## config.mk

```make
export PLATFORM = sky130hd
export DESIGN_NAME = branch_resolve
export DESIGN_NICKNAME = d
export VERILOG_FILES = /design/src/rtl/branch_resolve_pkg.sv /design/src/rtl/redirect_fifo.sv /design/src/rtl/branch_resolve.sv
export SDC_FILE = /design/constraint.sdc
export NUM_CORES = 1
export LEC_CHECK = 0
export CORE_ASPECT_RATIO = 0.7
export CORE_MARGIN = 10
export CORE_UTILIZATION = 40
export DETAILED_ROUTE_END_ITERATION = 8
export HOLD_SLACK_MARGIN = 0.12
export PLACE_DENSITY = 0.59
export SKIP_CTS_REPAIR_TIMING = 1
export SYNTH_ARGS = -nofsm -noshare
export SYNTH_HDL_FRONTEND = slang
export SYNTH_HIERARCHICAL = 1
export SYNTH_SLANG_ARGS = --single-unit
```

## constraint.sdc

```tcl
create_clock -name clk -period 4.54 [get_ports clk]
set_input_delay 1.135 -clock clk [delete_from_list [all_inputs] [get_ports clk]]
set_output_delay 1.135 -clock clk [all_outputs]
set_load 0.03 [all_outputs]
```

## src/rtl/branch_resolve_pkg.sv

```systemverilog
// Shared constants and types for the branch resolution stage: RS geometry,
// operand width, the taken-bit position and the redirect/table record layouts.
package branch_resolve_pkg;

    localparam int RS_SIZE    = 4;
    localparam int RS_WIDTH   = 2;
    localparam int TAG_WIDTH  = 4;
    localparam int DATA_WIDTH = 32;
    localparam int TAKEN_BIT  = 0;

    localparam logic [TAG_WIDTH-1:0] tagFree = '0;

    typedef struct packed {
        logic [DATA_WIDTH-1:0] pc;
        logic                  taken;
    } redirect_t;

    typedef struct packed {
        logic [DATA_WIDTH-1:0] pc;
        logic [DATA_WIDTH-1:0] imm;
    } pc_entry_t;

    // Modular 32-bit add; a wrapping target is a legal fetch address.
    function automatic logic [DATA_WIDTH-1:0] next_pc(input pc_entry_t e, input logic taken);
        return taken ? e.pc + e.imm : e.pc + DATA_WIDTH'(4);
    endfunction

endpackage

```

## src/rtl/redirect_fifo.sv

```systemverilog
// Two-entry valid/ready queue of {PC, taken} redirects toward the Fetcher.
// Full is derived from the registered count only, so a pop never frees a slot for a same-cycle push.
module redirect_fifo
    import branch_resolve_pkg::*;
(
    input  logic      clk,
    input  logic      rst,
    input  logic      push_valid,
    input  redirect_t push_data,
    output logic      full,
    output logic      head_valid,
    output redirect_t head_data,
    input  logic      head_ready
);

    redirect_t  mem_reg [2];
    logic       wr_ptr_reg;
    logic       rd_ptr_reg;
    logic [1:0] count_reg;
    logic [1:0] count_next;
    logic       push;
    logic       pop;

    assign full       = (count_reg == 2'd2);
    assign head_valid = (count_reg != 2'd0);
    assign head_data  = mem_reg[rd_ptr_reg];
    assign push       = push_valid && !full;
    assign pop        = head_valid && head_ready;

    always_comb begin
        count_next = count_reg;
        if (push && !pop)
            count_next = count_reg + 2'd1;
        else if (pop && !push)
            count_next = count_reg - 2'd1;
    end

    always_ff @(posedge clk or negedge rst) begin
        if (!rst) begin
            for (int i = 0; i < 2; i++)
                mem_reg[i] <= '0;
            wr_ptr_reg <= 1'b0;
            rd_ptr_reg <= 1'b0;
            count_reg  <= 2'd0;
        end else begin
            if (push) begin
                mem_reg[wr_ptr_reg] <= push_data;
                wr_ptr_reg          <= ~wr_ptr_reg;
            end
            if (pop)
                rd_ptr_reg <= ~rd_ptr_reg;
            count_reg <= count_next;
        end
    end

endmodule

```

## src/rtl/branch_resolve.sv

```systemverilog
// Branch resolution: per-slot {PC, imm} table, next-PC computation, RS-slot release
// and redirect queue. Optional taken/not-taken statistics under BRANCH_STAT_EN.
module branch_resolve
    import branch_resolve_pkg::*;
(
    input  logic                  clk,
    input  logic                  rst,
    input  logic                  dispatchValid,
    input  logic [RS_WIDTH-1:0]   dispatchRSnum,
    input  logic [DATA_WIDTH-1:0] dispatchPC,
    input  logic [DATA_WIDTH-1:0] dispatchImm,
    input  logic                  branchALUSignal,
    input  logic [RS_WIDTH-1:0]   branchALU_CDB_out_RSnum,
    input  logic [TAG_WIDTH-1:0]  branchALU_CDB_out_tag,
    input  logic [DATA_WIDTH-1:0] branchALU_CDB_out_data,
    output logic                  resolveFull,
    output logic                  branchALUFinish,
    output logic [RS_WIDTH-1:0]   branchALU_CDB_RSnum,
    output logic                  redirectValid,
    output logic [DATA_WIDTH-1:0] redirectPC,
    output logic                  redirectTaken,
    input  logic                  fetchReady
`ifdef BRANCH_STAT_EN
    ,
    output logic [31:0]           statTaken,
    output logic [31:0]           statNotTaken
`endif
);

    pc_entry_t table_reg [RS_SIZE];
    pc_entry_t sel_entry;
    redirect_t push_data;
    redirect_t head_data;
    logic      capture;
    logic      taken;
    logic      unused_bits;

    assign unused_bits = ^{branchALU_CDB_out_tag, branchALU_CDB_out_data[DATA_WIDTH-1:1]};

    assign capture   = branchALUSignal && !resolveFull;
    assign taken     = branchALU_CDB_out_data[TAKEN_BIT];
    assign sel_entry = table_reg[branchALU_CDB_out_RSnum];
    assign push_data = '{pc: next_pc(sel_entry, taken), taken: taken};

    // The read above sees pre-edge contents, so a same-slot dispatch never bypasses.
    always_ff @(posedge clk or negedge rst) begin
        if (!rst) begin
            for (int i = 0; i < RS_SIZE; i++)
                table_reg[i] <= '0;
        end else if (dispatchValid) begin
            table_reg[dispatchRSnum] <= '{pc: dispatchPC, imm: dispatchImm};
        end
    end

    always_ff @(posedge clk or negedge rst) begin
        if (!rst) begin
            branchALUFinish     <= 1'b0;
            branchALU_CDB_RSnum <= '0;
        end else begin
            branchALUFinish <= capture;
            if (capture)
                branchALU_CDB_RSnum <= branchALU_CDB_out_RSnum;
        end
    end

    redirect_fifo u_redirect_fifo (
        .clk        (clk),
        .rst        (rst),
        .push_valid (capture),
        .push_data  (push_data),
        .full       (resolveFull),
        .head_valid (redirectValid),
        .head_data  (head_data),
        .head_ready (fetchReady)
    );

    assign redirectPC    = head_data.pc;
    assign redirectTaken = head_data.taken;

`ifdef BRANCH_STAT_EN
    always_ff @(posedge clk or negedge rst) begin
        if (!rst) begin
            statTaken    <= '0;
            statNotTaken <= '0;
        end else if (capture) begin
            if (taken && statTaken != '1)
                statTaken <= statTaken + 32'd1;
            else if (!taken && statNotTaken != '1)
                statNotTaken <= statNotTaken + 32'd1;
        end
    end
`endif

endmodule

```

==> results.cfg <==
[run_status]
status = finished clean

[synthesis]
synth.distinct_cells = 65
ys_warn_count = 6
ys_seq_elements = 329
seq_area_frac_synth = 0.493
synthArstFlopShare = 1.00
syn_area_per_cell_um2 = 13.9
syn-cell-area_mm2 = 0.0167
synth_edf_count = 0
yosys_most_used_dff = dfrtp_1
syn_nets = 1345
synth_cells = 1202

[pwr]
p_int_mw = 8.13
p_sw_mw = 4.10
swShare = 0.335
seq_power_share = 0.333
peakVddDrop_mv = 0.657
p_per_area_mw_per_mm2 = 596
p_comb_frac = 0.416
p_leak_nw = 8.65
power_frac_clock = 0.250

[grt]
grt_pass1_vias = 11200
grt_use_total = 0.162
grt_first_pass_wirelength_um = 65400
grt_max_degree = 91
antenna_found_initial = 4
grt_overflow = 0

[timing]
fin_crit_ns = 4.22
slew_violations = 0
fmax_mhz = 237
fin_crit_sh = 0.929
finalSetupViolCount = 0
slew-limit-headroom = 0.298
hold_violations = 0
rsz0062_at_grt = false
fin_worst_skew_ns = 0.0216
tightestPinTransition_ns = 1.05

[hold_path]
hp-class = reg -> reg

[die]
start_util = 0.407
floorplan.die.height_um = 191
die-area_mm2 = 0.0505
die_w_um = 264
row_count = 62
boundaryPins = 147
coreArea_mm2 = 0.0411

[clocking]
numClockSinks = 329
cts_buffers = 37
clk-insertion-delay-late_ns = 0.53
cts_max_level = 2
cts_tree = built
root_buffer = clkbuf_16
cts.clk_slew.worst_paths_ns = 0.06
clk_path_buf_depth = 3

[critical_path]
critPathRequiredTime_ns = 4.94
crit_buf_inv = 3
crit_family = compound AO/OA/AOI/OAI gates
path_max_fanout = 10
cp-start-kind = input pin
worstPathArrival_ns = 4.62
critPathMostFrequentCell = buf_4
endpoint_kind = flop
critPathMaxStageDelay_ns = 0.56
crit_path_cell_trace = buf_4 -> buf_12 -> mux4_2 -> ha_4 -> fa_2 -> a21o_1 -> a221oi_2 -> o21a_2 -> o22ai_2 -> a31o_4 -> a311oi_4 -> buf_4 -> xor2_1 -> a21oi_1 -> mux2_2
crit_slowest_cell = mux4_2
crit_type = in -> reg

[detailed_routing]
ant_nets = 0
routed-via-count = 10600
wire_per_inst_um = 20.6
dr.pass1.iters = 5
drt_iter0_drc = 535
viasPerCell = 5.35
drt_wl_total_um = 40700
drc = 0

[layout]
drive_gt1_frac = 0.446
layout_commonest_cell = mux2_2
area.growth.synth_to_final_pct = 22.8
largest_register_ffs = 256
fin_util = 0.499
nets = 1547
layout_common_cells = 358 x mux2_2, 329 x dfrtp_1, 110 x buf_4
stdcell_count = 1978

[placement]
portBuffers = 111
hpwl_um = 28600
placed_cells = 1909
place_congestion = 0.869

[job]
cap_violations = 0
metal layers:
| metal | part of all wire | track usage | routed length, um | vias to the layer above |
|---|---|---|---|---|
| met2 | 0.42 | 0.232 | 17100 | 166 |
| met5 | 0.00074 | 0 | 30 | - |
| li1 | - | - | - | 4852 |
| met3 | 0.051 | 0.0384 | 2090 | 55 |
| met4 | 0.016 | 0.0353 | 636 | 6 |
| met1 | 0.51 | 0.243 | 20800 | 5499 |
power by group through the flow:
stage | Sequential [mW] | Clock, mW | Combinational [mW]
after floorplan | 4.01 | 0 | 3.31
after global placement | 4.08 | 0 | 5.04
after detailed placement | 4.12 | 0 | 5.10
after CTS | 4.08 | 3.15 | 5.13
after global routing | 4.18 | 3.28 | 5.52
final | 4.08 | 3.06 | 5.09
synth_stat cells (all sizes together) (3+ instances only):
library cell,instances,share of area
mux2i,3,0.0018
dfrtp,329,0.49
a211oi,7,0.0031
o221ai,3,0.0019
a21oi,40,0.012
and3,11,0.0044
buf,24,0.011
nand2,45,0.010
xor2,28,0.015
xnor2,34,0.018
nor2,40,0.0096
inv,9,0.0020
o21ai,24,0.0072
nand2b,3,0.0013
o21bai,6,0.0027
o21a,4,0.0019
and2,10,0.0039
mux2,360,0.24
a211o,3,0.0016
clkbuf,46,0.010
mux4,64,0.086
nand4,11,0.0041
a31oi,3,0.0011
nand3,18,0.0067
ha,33,0.025
a21o,19,0.0085
metrics by stage:
| stage | power [mW] | hold slack [ns] | TNS [ns] | setup slack, ns | instance area [um2] |
|---|---|---|---|---|---|
| floorplan | 7.32 | 0.454 | -0.126 | -0.0343 | 16800 |
| CTS | 12.4 | 0.490 | 0 | 0.338 | 20500 |
| global route | 13.0 | 0.506 | 0 | 0.121 | 20500 |
| finish | 12.2 | 0.483 | 0 | 0.321 | 20500 |
| global placement | 9.12 | 0.465 | -2.86 | -0.199 | 19300 |
| detailed placement | 9.23 | 0.475 | -2.89 | -0.207 | 19300 |
worst paths after layout:
kind / from / end / cells after the start / slack, ns
setup / recovery: branchALU_CDB_out_RSnum[0] / u_redirect_fifo/mem_reg[23] / 15 / 0.32
hold / removal: u_redirect_fifo/mem_reg[47] / u_redirect_fifo/mem_reg[47] / 1 / 0.48
setup reg to reg: table_reg[32] / u_redirect_fifo/mem_reg[23] / 13 / 0.86
hold reg to reg: u_redirect_fifo/mem_reg[47] / u_redirect_fifo/mem_reg[47] / 1 / 0.48
max in group asynchronous: rst / table_reg[118] / 2 / 2.97
min in group asynchronous: rst / u_redirect_fifo/mem_reg[2] / 1 / 0.62
kinds of logic (layout without fill, tap and decap cells):
kind of cell,after synthesis,after routing,synth area share
flip-flops,329,329,0.493
multiplexers,427,427,0.331
XOR/XNOR,62,62,0.0325
other,0,2,0
adder cells (fa/ha/maj),34,34,0.0259
AND/OR/NAND/NOR,151,151,0.0469
buffers and inverters,79,309,0.0231
AO/OA/AOI/OAI,120,120,0.0483
area by class of cell:
cell class / instances / area, um2
Clock buffer: 51 / 1100
Inverter: 9 / 33.8
Fill cell: 3568 / 20600
Timing Repair Buffer: 233 / 2180
Clock inverter: 16 / 164
Antenna cell: 2 / 5.00
Sequential cell: 329 / 8230
Tap cell: 544 / 681
Multi-Input combinational cell: 794 / 8130
Power figures use the tool's default switching activity.
